[src/rtl/pic_pkg.sv]
// pic_pkg: shared state encoding and constants for the PIC interrupt-acknowledge path.
package pic_pkg;
  typedef enum logic [2:0] {IDLE, ACK1_LOW, ACK1_HIGH, ACK2_LOW, RECOVER} state_t;
  localparam logic [7:0] SPURIOUS_VECTOR_DEFAULT = 8'h07;
  localparam int INTA_PULSES = 2;
endpackage

[src/rtl/pulse_timer.sv]
// pulse_timer: loadable down-counter with zero flag, shared by all timed sequencer states.
module pulse_timer #(
  parameter int W = 2
) (
  input  logic         clk,
  input  logic         reset_n,
  input  logic         load,
  input  logic [W-1:0] load_value,
  output logic         zero
);
  logic [W-1:0] count;
  always_ff @(posedge clk or negedge reset_n)
    if (!reset_n) count <= '0;
    else if (load) count <= load_value;
    else if (count != '0) count <= count - 1'b1;
  assign zero = count == '0;
endmodule

[src/rtl/inta_sequencer.sv]
// inta_sequencer: issues the two INTA pulses to the PIC and hands the captured vector to the core.
module inta_sequencer
  import pic_pkg::*;
#(
  parameter int         PULSE_CYCLES    = 2,
  parameter int         GAP_CYCLES      = 2,
  parameter logic [7:0] SPURIOUS_VECTOR = SPURIOUS_VECTOR_DEFAULT
) (
  input  logic       clk,
  input  logic       reset_n,
  input  logic       interrupt,
  input  logic       interrupt_enable,
  input  logic       accept_ready,
  input  logic [7:0] data_bus_in,
  input  logic       data_bus_drive,
  output logic       interrupt_acknowledge_n,
  output logic       busy,
  output logic       vector_valid,
  output logic [7:0] vector,
  output logic       spurious,
  input  logic       vector_taken
);
  localparam int CW = $clog2((PULSE_CYCLES > GAP_CYCLES ? PULSE_CYCLES : GAP_CYCLES) + 1);
  localparam logic [CW-1:0] PULSE_LOAD = CW'(PULSE_CYCLES - 1);
  localparam logic [CW-1:0] GAP_LOAD   = CW'(GAP_CYCLES - 1);
  state_t state, next;
  logic int_q, start, zero, load, capture;
  logic [CW-1:0] load_value;
  pulse_timer #(.W(CW)) timer (
    .clk(clk), .reset_n(reset_n), .load(load), .load_value(load_value), .zero(zero)
  );
  always_comb begin
    start = int_q & interrupt_enable & accept_ready & ~vector_valid;
    next = state;
    case (state)
      IDLE:      next = start ? ACK1_LOW : IDLE;
      ACK1_LOW:  next = zero ? ACK1_HIGH : ACK1_LOW;
      ACK1_HIGH: next = zero ? ACK2_LOW : ACK1_HIGH;
      ACK2_LOW:  next = zero ? RECOVER : ACK2_LOW;
      RECOVER:   next = zero ? IDLE : RECOVER;
      default:   next = IDLE;
    endcase
    load = next != state && next != IDLE;
    load_value = (next == ACK1_HIGH || next == RECOVER) ? GAP_LOAD : PULSE_LOAD;
    capture = state == ACK2_LOW && zero;
  end
  // Outputs are registered from next-state so INTA changes exactly on state entry.
  always_ff @(posedge clk or negedge reset_n)
    if (!reset_n) begin
      state <= IDLE;
      int_q <= 1'b0;
      interrupt_acknowledge_n <= 1'b1;
      busy <= 1'b0;
      vector_valid <= 1'b0;
      vector <= 8'h00;
      spurious <= 1'b0;
    end else begin
      state <= next;
      int_q <= interrupt;
      interrupt_acknowledge_n <= !(next == ACK1_LOW || next == ACK2_LOW);
      busy <= next != IDLE;
      if (capture) begin
        vector <= data_bus_drive ? data_bus_in : SPURIOUS_VECTOR;
        spurious <= !data_bus_drive;
        vector_valid <= 1'b1;
      end else if (vector_taken) vector_valid <= 1'b0;
    end
endmodule

[config.mk]
export PLATFORM = sky130hd
export DESIGN_NAME = inta_sequencer
export DESIGN_NICKNAME = d
export VERILOG_FILES = /design/src/rtl/pic_pkg.sv /design/src/rtl/pulse_timer.sv /design/src/rtl/inta_sequencer.sv
export SDC_FILE = /design/constraint.sdc
export NUM_CORES = 1
export LEC_CHECK = 0
export CAP_MARGIN = 10
export CORE_MARGIN = 1.5
export CORE_UTILIZATION = 45
export CTS_CLUSTER_DIAMETER = 100
export DETAILED_ROUTE_END_ITERATION = 10
export DONT_BUFFER_PORTS = 1
export MAX_ROUTING_LAYER = met4
export PLACE_DENSITY_LB_ADDON = 0.08
export SYNTH_ARGS = -nofsm -noshare
export SYNTH_HDL_FRONTEND = slang
export SYNTH_SLANG_ARGS = --single-unit
[constraint.sdc]
create_clock -name clk -period 1.3 [get_ports clk]
set_input_delay 0.39 -clock clk [delete_from_list [all_inputs] [get_ports clk]]
set_output_delay 0.39 -clock clk [all_outputs]
set_load 0.005 [all_outputs]
==> impl_summary.txt, run 1 <==
----------------------------------------------------
[Outcome]
  Status ... completed

[Worst setup path]
  Cell-by-cell trace of the critical path ... inv_1, ha_4, nand4b_1, buf_4, nand2_1, o21ai_2
  Worst setup path category ... flop to flop
  Startpoint class of the critical path ... flop
  Critical path data required time ... around 1.5 ns
  Slowest stage cell on the critical path ... sky130_fd_sc_hd__dfrtp_1
  Worst EP arrival ... around 1.4 ns
  Longest individual stage delay on the worst path ... slightly below 0.4 ns
  Worst Setup End Kind ... flop
  Crit-path max FO ... 10

[Routing]
  Count of antenna-violating nets left after detailed routing ... 0
  Avg WL per Cell ... 13.1 µm
  Drt drc ... 0
  Detailed-route wire length ... 1260 µm
  First drt pass iteration count ... 4
  Vias after detailed routing ... 510
  Detailed Route Iter0 Violations ... 4
  Routed vias/inst ... roughly 5.3

[STA]
  Setup repair after global routing missed its margin ... yes
  Number of max-slew violations in the final report ... 0
  Timing-limited maximum frequency ... 0.797 GHz
  Hold Violations, Final ... 0
  Setup TNS ... 0 ns
  Final-report setup violation count ... 0
  Slew at the pin with the worst max-slew slack ... between 0.7 and 0.8 ns
  Minimum period implied by the final worst setup slack ... about 1.3 ns
  Setup skew after layout ... between 0.004 and 0.005 ns
  Slew Limit Headroom ... 0.473
  Part of the cycle the worst path needs ... 0.966

[Global route]
  Number of antenna violations at the first check in global routing ... 0
  GRT Residual Overflow ... 0
  Wire length of the first global-routing pass ... between 2000 and 2500 µm
  Maximum number of pins on one net before global-route repair ... 19
  Total Routing Usage GR ... 0.144
  Via count of the first global-routing pass ... between 400 and 500

[Synth]
  Average cell area after synthesis ... about 10 µm²
  Distinct cells, synth ... 26
  Number of flip-flops and latches in the synthesized netlist ... 18
  Most frequent cells after synthesis ... sky130_fd_sc_hd__nand2_1 (18), sky130_fd_sc_hd__dfrtp_1 (17), sky130_fd_sc_hd__o21ai_2 (8)
  Sequential-to-total area share from yosys stat ... 0.576
  Most repeated cell in the gate-level netlist after synthesis ... sky130_fd_sc_hd__nand2_1
  Cells taking the most area after synthesis ... sky130_fd_sc_hd__dfrtp_1 (54%), sky130_fd_sc_hd__o21ai_2 (8.9%), sky130_fd_sc_hd__nand2_1 (8.6%), sky130_fd_sc_hd__dfstp_2 (3.3%), sky130_fd_sc_hd__nor2b_1 (2.4%)
  Top cell type's share of synthesized area ... 0.542
  Post-synth ARST share ... 1.00
  Number of warnings issued by yosys ... 0
  Post-synth EDFFs ... 0
  Mapped Nets ... roughly 90
  Number of cells produced by synthesis ... 75
  Post-synthesis instance area ... ~780 µm²
  Area leader, netlist ... sky130_fd_sc_hd__dfrtp_1
  Prevailing post-synth register cell ... sky130_fd_sc_hd__dfrtp_1

[Layout]
  Synthesis-to-finish area growth ... 10.4%
  Register cell area after layout ... approximately 450 µm²
  Final core occ ... 0.549
  Combined area of the multi-input logic cells ... between 300 and 400 µm²
  Share of final-layout standard cells stronger than drive strength 1 ... 0.238
  Filler instances ... around 140
  Final net count ... 97
  # diodes ... 0

[Clock tree]
  Number of levels the H-tree was split into ... 1
  Clk Latency, worst-skew pair ... about 0.29 ns
  Max Buffers Root-to-Sink ... 2
  Clock-pin slew on the worst setup and hold paths ... 0.10 ns
  TritonCTS clock tree ... built
  Total CTS buffers ... 3
  Clock tree root buffer cell ... sky130_fd_sc_hd__clkbuf_4
  Post-CTS setup buffer count ... 0
  Sinks on Clock Net ... 18

[Floorplanning]
  Total I/O pin count ... 27
  Initial core utilization ... 0.498
  Std cell rows ... 14
  Placeable core region ... 1580 µm²
  Width of the die ... 44.8 µm
  Die area ... approximately 2000 µm²
  Vert. Die Dim ... 44.8 µm

[Placement]
  IO buf count ... 0
  DPL Wire Length ... roughly 910 µm
  Gp weighted congestion ... approximately 0.68

[Power]
  Peak VDD IR ... about 1300 µV
  Total Power Consumption ... around 2.1 mW
  Leakage power figure ... about 0.4 nW
  Power per cell area ... around 2400 nW/µm²

[Run]
  Max Cap Violations ... 0

[Worst hold path]
  Hold/Removal Path Class ... input pin to flop

----------------------------------------------------
-- cell usage in the layout (no fill, tap or decap), drive strengths merged --
master       instances
dfrtp               17
clkbuf               4
nor2                 3
nor3                 1
or3                  1
a21oi                3
buf                  4
and2                 1
dlygate4sd3          1
a21o                 1
dfstp                1
nor2b                3
nand4b               2
xor2                 1
o21ai               11
nor3b                1
ha                   1
inv                  3
xnor2                1
nor4                 1
nand2               18
nand3b               1
-- repair_timing --
action | in CTS | in global routing
pin swaps | 0 | 0
hold endpoints to repair | 18 | 0
gates resized for setup | 2 | 0
endpoints found under the setup margin | 10 | 9
hold buffers | 1 | 0
-- stage by stage --
step                      cells  hold WS [ns]  cell area (µm²)  setup WS (ns)
after CTS                    96         0.111              866         0.0330
after detailed placement     91        0.0949              807        -0.0460
final                        96         0.120              866         0.0445
after floorplan              75        0.0944              785         0.0123
after global placement       91        0.0949              807       0.000914
after global routing         96        0.0979              866        -0.0628
-- cell type report --
cell class	instances	area share
clock buffers	4	0.0419
inverters	3	0.0130
multi-input cells	50	0.354
flip-flops and latches	18	0.522
well taps	16	0.0231
repair buffers	5	0.0462
-- power breakdown --
part           internal (mW)  leakage (nW)  switching (mW)  total, mW
clock network          0.171        0.0210           0.168      0.338
registers              0.822         0.219           0.210       1.03
logic                  0.371         0.163           0.355      0.725
total                   1.36         0.403           0.733       2.10
-- state kept, by name, indices dropped and copies added, names as in the netlist --
| signal | count |
|---|---|
| interrupt_acknowledge_n | 1 |
| busy | 1 |
| vector_valid | 1 |
| state | 3 |
| timer.count | 2 |
| int_q | 1 |
| vector | 8 |
| spurious | 1 |
-- final timing paths --
| path | startpoint | end | slack [ns] | depth (start not counted) |
|---|---|---|---|---|
| max | timer.count[0]$_DFFE_PN0P_ | vector[4]$_DFFE_PN0P_ | 0.04 | 6 |
| min | interrupt | int_q$_DFF_PN0_ | 0.12 | 0 |
| max reg2reg | timer.count[0]$_DFFE_PN0P_ | vector[4]$_DFFE_PN0P_ | 0.04 | 6 |
| min reg2reg | spurious$_DFFE_PN0P_ | spurious$_DFFE_PN0P_ | 0.51 | 2 |
| max in group asynchronous | reset_n | timer.count[1]$_DFFE_PN0P_ | 0.19 | 1 |
| min in group asynchronous | reset_n | state[2]$_DFF_PN0_ | 0.62 | 1 |
-- cells by family (layout without fill, tap and decap cells) --
| family | after synthesis | after routing | synth area share |
|---|---|---|---|
| AO/OA/AOI/OAI | 15 | 15 | 0.137 |
| XOR/XNOR | 2 | 2 | 0.0223 |
| adder cells (fa/ha/maj) | 1 | 1 | 0.0159 |
| buffers and inverters | 7 | 12 | 0.0494 |
| flip-flops | 18 | 18 | 0.576 |
| AND/OR/NAND/NOR | 32 | 32 | 0.199 |
-- layer usage --
layer / track usage / part of all wire / wire, µm
met4: 0.0727 / 0.012 / 15
met5: - / 0 / 0
met1: 0.213 / 0.45 / 572
met2: 0.188 / 0.48 / 599
met3: 0.0240 / 0.058 / 73
-- critical path: cells and delay by family, from the launching register on --
family	cells	cell delay (ns)
flip-flops	1	0.39
buffers and inverters	2	0.31
AND/OR/NAND/NOR	2	0.22
adder cells (fa/ha/maj)	1	0.19
AO/OA/AOI/OAI	1	0.05
Power figures use the tool's default switching activity.
==> run 2, diff against run 1 <==
==> constraint.sdc (replaced) <==
create_clock -name clk -period 1.3 [get_ports clk]
set_input_delay 0.39 -clock clk [delete_from_list [all_inputs] [get_ports clk]]
set_output_delay 0.39 -clock clk [all_outputs]
set_load 0.05 [all_outputs]
==> run 2 against run 1 <==
Net effect: maximum frequency down 8.6%; the flow now finishes with violations (negative setup slack); wire length up 30%; sequential power up 12%; largest cell class unchanged; combinational power up 150%; largest power group is now combinational cells; critical endpoint is now interrupt_acknowledge_n; non-clock buffer count up 15.
==> impl_summary.txt, run 2 (synthesized netlist as in run 1, its figures left out) <==
----------------------------------------------------
[Outcome]
  Status ... finished with violations
  Violations in the final reports ... negative setup slack

[Power]
  Seq pwr share ... 0.349 (-0.143)
  Peak VDD IR ... 1440 µV (+9.1%)
  Power share of the clock group ... 0.104 (-0.057)
  Switching part of the total ... 0.467 (+0.117)
  Leakage power figure ... 0.511 nW (+27%)
  Total Power Consumption ... 3.31 mW (+58%)
  Proportion of power drawn by combinational gates ... 0.547 (+0.201)
  Internal Pwr Total ... 1.76 mW (+29%)
  Net switching power figure ... 1.54 mW (+110%)
  Power per cell area ... 3030 nW/µm² (+25%)

[Placement]
  DPL Wire Length ... 987 µm (+8.5%)
  Gp weighted congestion ... 0.818 (+21%)
  Placement-stage worst setup slack ... -0.0188 ns (+0.0272 ns)
  IO buf count ... 0 (unchanged)

[Layout]
  Synthesis-to-finish area growth ... 39.1%
  Largest registers ranked by flip-flop count ... vector (8), state (3), timer.count (2)
  Filler instances ... 125 (-10%)
  Combined area of the multi-input logic cells ... 369 µm² (+20%)
  Register cell area after layout ... 455 µm² (+0.83%)
  Final core occ ... 0.692 (+0.143)
  Share of final-layout standard cells stronger than drive strength 1 ... 0.505 (+0.268)
  Reg with most FFs ... vector
  Final net count ... 112 (+15%)
  Max FFs per register ... 8 (unchanged)
  Commonest cells after routing, fill and taps aside ... sky130_fd_sc_hd__dfrtp_1 (14), sky130_fd_sc_hd__buf_4 (14), sky130_fd_sc_hd__nand2_1 (9), sky130_fd_sc_hd__nand2_4 (8), sky130_fd_sc_hd__o21ai_2 (8)
  # diodes ... 0 (unchanged)

[Global route]
  Total Routing Usage GR ... 0.191 (+0.0465)
  GRT Residual Overflow ... 0 (unchanged)
  Wire length of the first global-routing pass ... 2550 µm (+28%)
  Via count of the first global-routing pass ... 599 (+35%)
  Number of antenna violations at the first check in global routing ... 0 (unchanged)
  Maximum number of pins on one net before global-route repair ... 19 (unchanged)

[Clock tree]
  Number of levels the H-tree was split into ... 1 (unchanged)
  Sinks on Clock Net ... 18 (unchanged)
  TritonCTS clock tree ... built
  Total CTS buffers ... 3 (unchanged)
  Clock-pin slew on the worst setup and hold paths ... 0.10 ns (about the same)
  Clk Latency, worst-skew pair ... 0.29 ns (about the same)
  Max Buffers Root-to-Sink ... 2 (unchanged)
  Clock tree root buffer cell ... sky130_fd_sc_hd__clkbuf_4

[Routing]
  Routed vias/inst ... 5.32 (+0.22%)
  Vias after detailed routing ... 591 (+16%)
  Count of antenna-violating nets left after detailed routing ... 0 (unchanged)
  Drt drc ... 0 (unchanged)
  Detailed-route wire length ... 1640 µm (+30%)
  First drt pass iteration count ... 4 (unchanged)
  Avg WL per Cell ... 14.8 µm (+13%)
  Detailed Route Iter0 Violations ... 6 (+2)

[Floorplanning]
  Die area ... 2000 µm² (unchanged)
  Std cell rows ... 14 (unchanged)
  Placeable core region ... 1580 µm² (unchanged)
  Vert. Die Dim ... 44.8 µm (unchanged)
  Width of the die ... 44.8 µm (unchanged)
  Total I/O pin count ... 27 (unchanged)
  Initial core utilization ... 0.498 (unchanged)

[STA]
  Timing-limited maximum frequency ... 0.728 GHz (-8.6%)
  Slew Limit Headroom ... 0.464 (-0.00912)
  Hold Violations, Final ... 0 (unchanged)
  Number of max-slew violations in the final report ... 0 (unchanged)
  Minimum period implied by the final worst setup slack ... 1.37 ns (+0.118 ns)
  Setup repair after global routing missed its margin ... yes
  Part of the cycle the worst path needs ... 1.06 (+0.0910)
  Worst hold margin ... 0.117 ns (-0.00361 ns)
  Worst setup margin ... -0.0737 ns (-0.118 ns)
  Slew at the pin with the worst max-slew slack ... 0.804 ns (+0.0163 ns)
  Final-report setup violation count ... 3 (+3)
  Setup skew after layout ... 0.00164 ns (-0.00260 ns)
  Setup TNS ... -0.0992 ns (-0.0992 ns)

[Worst setup path]
  Critical path data required time ... 0.91 ns (-0.58 ns)
  Startpoint class of the critical path ... flop
  Worst Setup End Kind ... output pin
  Worst EP arrival ... 0.98 ns (-0.46 ns)
  Worst setup path category ... flop to output pin
  Crit-path max FO ... 1 (-9)

[Worst hold path]
  Hold/Removal Path Class ... input pin to flop

[Run]
  Max Cap Violations ... 0 (unchanged)

----------------------------------------------------
-- run 2: through the flow --
step | instances | instance area (µm²)
6_report | 111 | 1090
5_1_grt | 111 | 1090
4_1_cts | 112 | 1050
3_5_place_dp | 100 | 888
3_3_place_gp | 100 | 888
2_1_floorplan | 75 | 786
-- run 2: area by class of cell --
| type | instances | area share |
|---|---|---|
| Clock buffer | 4 | 0.0333 |
| Inverter | 3 | 0.0103 |
| Multi-Input combinational cell | 50 | 0.338 |
| Sequential cell | 18 | 0.417 |
| Tap cell | 16 | 0.0183 |
| Timing Repair Buffer | 20 | 0.182 |
-- run 2: power groups by stage --
stage | Combinational [mW] | Clock [mW] | Sequential [mW]
finish | 1.81 | 0.343 | 1.15
global route | 1.94 | 0.373 | 1.18
CTS | 1.68 | 0.358 | 1.15
detailed placement | 1.40 | 0 | 1.15
global placement | 1.37 | 0 | 1.13
floorplan | 0.579 | 0 | 1.58
-- run 2: repair_timing --
action                     in CTS  in global routing
pin swaps                       2                 10
hold buffers                    1                  0
setup endpoints to repair      14                 17
setup buffers                   5                  0
resized for setup              11                 19
gates cloned                    2                  0
hold endpoints to repair       18                  0
-- run 2: per-layer routing --
layer | up-vias | track usage | share of wire
met5 | - | - | 0
met4 | 0 | 0.158 | 0.033
met3 | 6 | 0.0360 | 0.060
met2 | 21 | 0.281 | 0.51
met1 | 279 | 0.224 | 0.40
li1 | 285 | - | -
-- run 2: final timing paths --
check,from,to,slack [ns],depth (start not counted)
min in group asynchronous,reset_n,state[0]$_DFF_PN0_,0.24,1
max in group asynchronous,reset_n,busy$_DFF_PN0_,0.51,1
min reg2reg,state[2]$_DFF_PN0_,busy$_DFF_PN0_,0.58,2
max,interrupt_acknowledge_n$_DFF_PN1_,interrupt_acknowledge_n,-0.07,0
min,interrupt,int_q$_DFF_PN0_,0.12,0
max reg2reg,timer.count[0]$_DFFE_PN0P_,spurious$_DFFE_PN0P_,-0.02,7
==> run 3, diff against run 2 <==
--- a/config.mk
+++ b/config.mk
@@ -13,6 +13,7 @@
 export DONT_BUFFER_PORTS = 1
 export MAX_ROUTING_LAYER = met4
 export PLACE_DENSITY_LB_ADDON = 0.08
+export SKIP_LAST_GASP = 1
 export SYNTH_ARGS = -nofsm -noshare
 export SYNTH_HDL_FRONTEND = slang
 export SYNTH_SLANG_ARGS = --single-unit
==> run 3 against run 2 <==
Net effect: the flow still finishes with violations (negative setup slack); non-clock buffer count did not move; sequential power barely moved; hold slack did not move; clock power barely moved; critical path depth did not move; cell area did not move; via count fell by 0.34%; clock skew barely moved; critical path type unchanged; largest cell class unchanged; highest routed layer unchanged.
==> impl_summary.txt, run 3 (synthesized netlist as in run 1, its figures left out) <==
----------------------------------------------------
[Floorplanning]
  Vert. Die Dim ... 44.8 µm (unchanged)
  Width of the die ... 44.8 µm (unchanged)
  Die area ... 2000 µm² (unchanged)
  Std cell rows ... 14 (unchanged)
  Placeable core region ... 1580 µm² (unchanged)
  Initial core utilization ... 0.498 (unchanged)
  Total I/O pin count ... 27 (unchanged)

[Routing]
  Detailed-route wire length ... 1630 µm (-0.49%)
  Vias after detailed routing ... 589 (-0.34%)
  Routed vias/inst ... 5.31 (-0.34%)
  Count of antenna-violating nets left after detailed routing ... 0 (unchanged)
  Detailed Route Iter0 Violations ... 6 (unchanged)
  Avg WL per Cell ... 14.7 µm (-0.49%)
  Drt drc ... 0 (unchanged)
  First drt pass iteration count ... 4 (unchanged)

[STA]
  Part of the cycle the worst path needs ... 1.06 (about the same)
  Timing-limited maximum frequency ... 0.728 GHz (unchanged)
  Slew Limit Headroom ... 0.464 (unchanged)
  Setup repair after global routing missed its margin ... yes
  Number of max-slew violations in the final report ... 0 (unchanged)
  Minimum period implied by the final worst setup slack ... 1.37 ns (+0.000000300 ns)
  Final-report setup violation count ... 5 (+2)
  Worst hold margin ... 0.117 ns (unchanged)
  Hold Violations, Final ... 0 (unchanged)
  Setup TNS ... -0.109 ns (-0.00992 ns)
  Worst setup margin ... -0.0737 ns (-0.000000300 ns)
  Setup skew after layout ... 0.00164 ns (+0.000000330 ns)
  Slew at the pin with the worst max-slew slack ... 0.804 ns (unchanged)

[Global route]
  Number of antenna violations at the first check in global routing ... 0 (unchanged)
  Maximum number of pins on one net before global-route repair ... 19 (unchanged)
  Wire length of the first global-routing pass ... 2550 µm (unchanged)
  Via count of the first global-routing pass ... 599 (unchanged)
  Total Routing Usage GR ... 0.191 (unchanged)
  GRT Residual Overflow ... 0 (unchanged)

[Placement]
  Gp weighted congestion ... 0.818 (unchanged)
  DPL Wire Length ... 987 µm (unchanged)
  Placement-stage worst setup slack ... -0.0188 ns (unchanged)
  IO buf count ... 0 (unchanged)

[Layout]
  # diodes ... 0 (unchanged)
  Final core occ ... 0.692 (unchanged)
  Largest registers ranked by flip-flop count ... vector (8), state (3), timer.count (2)
  Filler instances ... 125 (unchanged)
  Reg with most FFs ... vector
  Commonest cells after routing, fill and taps aside ... sky130_fd_sc_hd__dfrtp_1 (14), sky130_fd_sc_hd__buf_4 (14), sky130_fd_sc_hd__nand2_1 (9), sky130_fd_sc_hd__nand2_4 (8), sky130_fd_sc_hd__o21ai_2 (8)
  Final net count ... 112 (unchanged)
  Share of final-layout standard cells stronger than drive strength 1 ... 0.505 (unchanged)
  Max FFs per register ... 8 (unchanged)
  Synthesis-to-finish area growth ... 39.1% (unchanged)

[Outcome]
  Violations in the final reports ... negative setup slack
  Status ... finished with violations

[Worst hold path]
  Hold/Removal Path Class ... input pin to flop

[Power]
  Power per cell area ... 3020 nW/µm² (-0.29%)
  Peak VDD IR ... 1440 µV (about the same)
  Total Power Consumption ... 3.30 mW (-0.29%)
  Leakage power figure ... 0.512 nW (about the same)

[Clock tree]
  Clk Latency, worst-skew pair ... 0.29 ns (about the same)
  Max Buffers Root-to-Sink ... 2 (unchanged)
  Sinks on Clock Net ... 18 (unchanged)
  Clock-pin slew on the worst setup and hold paths ... 0.10 ns (about the same)
  TritonCTS clock tree ... built
  Clock tree root buffer cell ... sky130_fd_sc_hd__clkbuf_4
  Total CTS buffers ... 3 (unchanged)
  Number of levels the H-tree was split into ... 1 (unchanged)

[Worst setup path]
  Startpoint class of the critical path ... flop
  Crit-path max FO ... 1 (unchanged)
  Critical path data required time ... 0.91 ns (about the same)
  Worst EP arrival ... 0.98 ns (about the same)
  Worst setup path category ... flop to output pin
  Worst Setup End Kind ... output pin

[Run]
  Max Cap Violations ... 0 (unchanged)

----------------------------------------------------
## run 3: cell counts in the layout (fill, tap and decap cells not counted)
Identical to the previous run, type by type.
## run 3: worst paths after layout
kind,start,to,slack (ns),depth (start not counted)
setup / recovery,interrupt_acknowledge_n$_DFF_PN1_,interrupt_acknowledge_n,-0.07,0
hold / removal,interrupt,int_q$_DFF_PN0_,0.12,0
setup reg to reg,timer.count[0]$_DFFE_PN0P_,spurious$_DFFE_PN0P_,-0.02,7
hold reg to reg,state[2]$_DFF_PN0_,busy$_DFF_PN0_,0.58,2
max in group asynchronous,reset_n,busy$_DFF_PN0_,0.51,1
min in group asynchronous,reset_n,state[0]$_DFF_PN0_,0.24,1
## run 3: where the power goes
| part | total [mW] | internal [mW] | leakage (nW) | switching [mW] |
|---|---|---|---|---|
| sequential | 1.16 | 0.830 | 0.216 | 0.325 |
| combinational | 1.80 | 0.756 | 0.275 | 1.04 |
| clock | 0.343 | 0.171 | 0.0210 | 0.172 |
## run 3: layout make-up
class                   instances  area [µm²]  area share
flip-flops and latches         18         455       0.417
multi-input cells              50         369       0.338
repair buffers                 20         199       0.182
clock buffers                   4        36.3      0.0333
well taps                      16        20.0      0.0183
inverters                       3        11.3      0.0103
## run 3: repair_timing
item,CTS,global route
pin swaps,2,8
hold endpoints to repair,18,0
hold buffers,1,0
cloned,2,0
setup buffers,5,0
endpoints found under the setup margin,14,17
resized for setup,11,19
## run 3: layer usage
metal | up-vias | share of wire | GRT usage | wire length (µm)
li1 | 285 | - | - | -
met2 | 21 | 0.51 | 0.281 | 836
met3 | 6 | 0.059 | 0.0360 | 97
met4 | 0 | 0.033 | 0.158 | 54
met5 | - | 0 | - | 0
met1 | 277 | 0.39 | 0.224 | 645
## run 3: metrics by stage
step / area, µm² / cells
floorplan: 786 / 75
global placement: 888 / 100
detailed placement: 888 / 100
CTS: 1050 / 112
global route: 1090 / 111
finish: 1090 / 111
==> RTL change 1 (config.mk and constraints of run 3) <==
Re-encode `state_t` (5 states) as one-hot, 5 bits wide.
--- a/src/rtl/pic_pkg.sv
+++ b/src/rtl/pic_pkg.sv
@@ -2,3 +2,3 @@
 package pic_pkg;
-  typedef enum logic [2:0] {IDLE, ACK1_LOW, ACK1_HIGH, ACK2_LOW, RECOVER} state_t;
+  typedef enum logic [4:0] {IDLE = 5'b00001, ACK1_LOW = 5'b00010, ACK1_HIGH = 5'b00100, ACK2_LOW = 5'b01000, RECOVER = 5'b10000} state_t;
   localparam logic [7:0] SPURIOUS_VECTOR_DEFAULT = 8'h07;
Formal check against the unedited RTL: same outputs for any inputs over 10 cycles, from zero or initial values and one cycle with reset_n low; not proved beyond that.
==> RTL change 1 against run 3 <==
Design area up 14%; utilization decreased by 6.8 points; the run still ends with negative setup slack left; count of clock-buffer cells in the layout stayed put; setup slack lost 16 ps; area after synthesis grew 23%; highest routed layer unchanged; routed wire length is 23% higher; largest cell class unchanged; register-to-register slack got worse by 70 ps; critical path depth unchanged; sequential cell count rose by 2; fmax shrank 1.2%.
Power is not compared: it rests on default switching activity, and its combinational part moved more than twofold at a synthesized area within 25%.
==> RTL change 1: results (changes against run 3) <==
- Failing checks: negative setup slack (unchanged)
- WL met1: 934 um (was 645 um)
- Met2 Resource Use GR: 0.2860 (was 0.2812)
- Post-route setup slack: -89.79 ps (was -73.74 ps)
- Gr usage total: 0.1822 (was 0.1906)
- Cells after DPL: 135 (was 100)
- Compound-Gate Fraction of Synth Area: 0.1449 (was 0.1372)
- GR Layer Usage met1: 0.2251 (was 0.2240)
- Slew at the pin closest to its max-slew limit: 886.5 ps (was 803.6 ps)
- Mux cell area share after synthesis: 0.01035 (was 0)
- Vias in the first global route: 737 (was 599)
- RD Place Congestion: 0.7908 (was 0.8178)
- Largest net degree at the start of global routing: 21 (was 19)
- Final Setup Violations: 13 (was 5)
- Synth Area per Inst: 9.769 um2 (was 10.46 um2)
- Metal2 WL: 929 um (was 836 um)
- Share of the synthesized area in the top cell type: 0.4657 (was 0.5423)
- Share of cells above drive strength 1: 0.4118 (was 0.5053)
- FILL cells: 169 (was 125)
- Post-place setup slack: -105.6 ps (was -18.79 ps)
- Number of library cell types mapped by synthesis: 37 (was 26)
- Total power: approximately 2.0 mW
- Status: finished with violations (unchanged)
- 1st-iter DRT viols: 13 (was 6)
- Clock skew: 5.245 ps (was 1.642 ps)
- Via count: 755 (was 589)
- Arrival @ worst endpoint: 1000 ps (was 980 ps)
- RR Endpoint: timer.count[0] (was spurious)
- Synth Area in XOR/XNOR: 0.01811 (was 0.02233)
-- RTL change 1: worst max-delay path by stage --
| stage | slack, ps | end | from |
|---|---|---|---|
| 2_1_floorplan | -40 | timer.count[0] | state[3] |
| 3_3_place_gp | -90 | interrupt_acknowledge_n | timer.count[0] |
| 3_5_place_dp | -110 | vector[0] | state[2] |
| 4_1_cts | -100 | interrupt_acknowledge_n | interrupt_acknowledge_n |
| 5_1_grt | -180 | vector[3] | state[2] |
| 6_report | -90 | interrupt_acknowledge_n | interrupt_acknowledge_n |
-- RTL change 1: cell type report --
| class | count | area share |
|---|---|---|
| clock buffer | 4 | 0.02906 |
| inverter | 3 | 0.009018 |
| multi-input combinational | 70 | 0.3727 |
| sequential | 20 | 0.4098 |
| tap | 27 | 0.02705 |
| timing repair buffer | 22 | 0.1523 |
-- RTL change 1: what timing repair did --
action                                 4_1_cts  5_1_grt
setup endpoints to repair                   21       38
resized for setup                           12        7
setup buffers                                2        4
hold buffers                                 1        0
pin swaps                                    1        4
endpoints found under the hold margin       20        0
==> RTL change 2 (config.mk and constraints of run 3) <==
Made on the original files. Change the parameter `PULSE_CYCLES` from 2 to 1.
--- a/src/rtl/inta_sequencer.sv
+++ b/src/rtl/inta_sequencer.sv
@@ -4,3 +4,3 @@
 #(
-  parameter int         PULSE_CYCLES    = 2,
+  parameter int         PULSE_CYCLES    = 1,
   parameter int         GAP_CYCLES      = 2,
Function: changed (a bounded check fails within 4 cycles, from zero or initial values and one cycle with reset_n low).
==> RTL change 2 against run 3 <==
The flow finishes with violations (design-rule violations, negative setup slack); utilization shrank 3.9 points; routed wire length shrank 5.6%; worst hold slack better by 6.5 ps; area after synthesis fell by 1.1%; setup slack lost 4.9 ps; first-iteration DRC count is the same; clock power decreased by 1%; sequential power shrank 3%; design area decreased by 6.7%; power shrank 14%; highest routed layer unchanged; sequential share of layout area increased by 2.9 points; via count is 1.4% lower; sequential cell count is the same; critical path type unchanged.
==> RTL change 2: results (changes against run 3) <==
- Status: finished with violations (unchanged)
- Failing checks: design-rule violations, negative setup slack (was negative setup slack)
- Placed standard-cell area: 868.3 um2 (was 888.4 um2)
- RR Endpoint: vector[4] (was spurious)
- Compound-Gate Fraction of Synth Area: 0.1242 (was 0.1372)
- Max_slew headroom: 0.4810 (was 0.4642)
- RD Place Congestion: 0.6752 (was 0.8178)
- Fin Hold WS: 123.2 ps (was 116.7 ps)
- Largest net degree at the start of global routing: 21 (was 19)
- Clock skew: 9.976 ps (was 1.642 ps)
- Post-route setup slack: -78.59 ps (was -73.74 ps)
- NonClk Buf Share: 0.1732 (was 0.1823)
- Top cells by count, synth: dfrtp_1 (17), nand2_1 (17), o21ai_1 (11) (was nand2_1 (18), dfrtp_1 (17), o21ai_2 (8))
- Final Setup Violations: 2 (was 5)
- Via count: 581 (was 589)
- Mux cell area share after synthesis: 0.01290 (was 0)
- Net Count, Synth: 93 (was 91)
- Cells after Synth: 77 (was 75)
- Synth Area per Inst: 10.07 um2 (was 10.46 um2)
- FF+latch area: 454.2 um2 (was 455.4 um2)
- Seq area share: 0.4459 (was 0.4174)
- Number of multi-input logic gates: 51 (was 50)
- Number of library cell types mapped by synthesis: 22 (was 26)
- Drt drc: 1 (was 0)
- Setup TNS Final: -80.14 ps (was -109.1 ps)
[RTL change 2: where the power goes]
part	internal [mW]	switching (mW)	total, mW
Combinational	0.529	0.858	1.39
Clock	0.171	0.169	0.339
Sequential	0.815	0.306	1.12
[RTL change 2: metal layers]
layer | global-route usage | vias up | share of wire
met3 | 0.05306 | 4 | 0.056
met5 | - | - | 0
met2 | 0.2261 | 18 | 0.46
met1 | 0.2243 | 268 | 0.47
li1 | - | 291 | -
met4 | 0.09091 | 0 | 0.019
[RTL change 2: how the worst max path moves through the flow]
| stage | end | depth (start not counted) | slack [ps] | startpoint |
|---|---|---|---|---|
| finish | interrupt_acknowledge_n | 0 | -80 | interrupt_acknowledge_n |
| global route | interrupt_acknowledge_n | 0 | -110 | interrupt_acknowledge_n |
| floorplan | timer.count[0] | 3 | 20 | vector_valid |
| detailed placement | vector[0] | 6 | 70 | timer.count[0] |
| global placement | vector[2] | 6 | 140 | timer.count[0] |
| CTS | interrupt_acknowledge_n | 0 | -80 | interrupt_acknowledge_n |
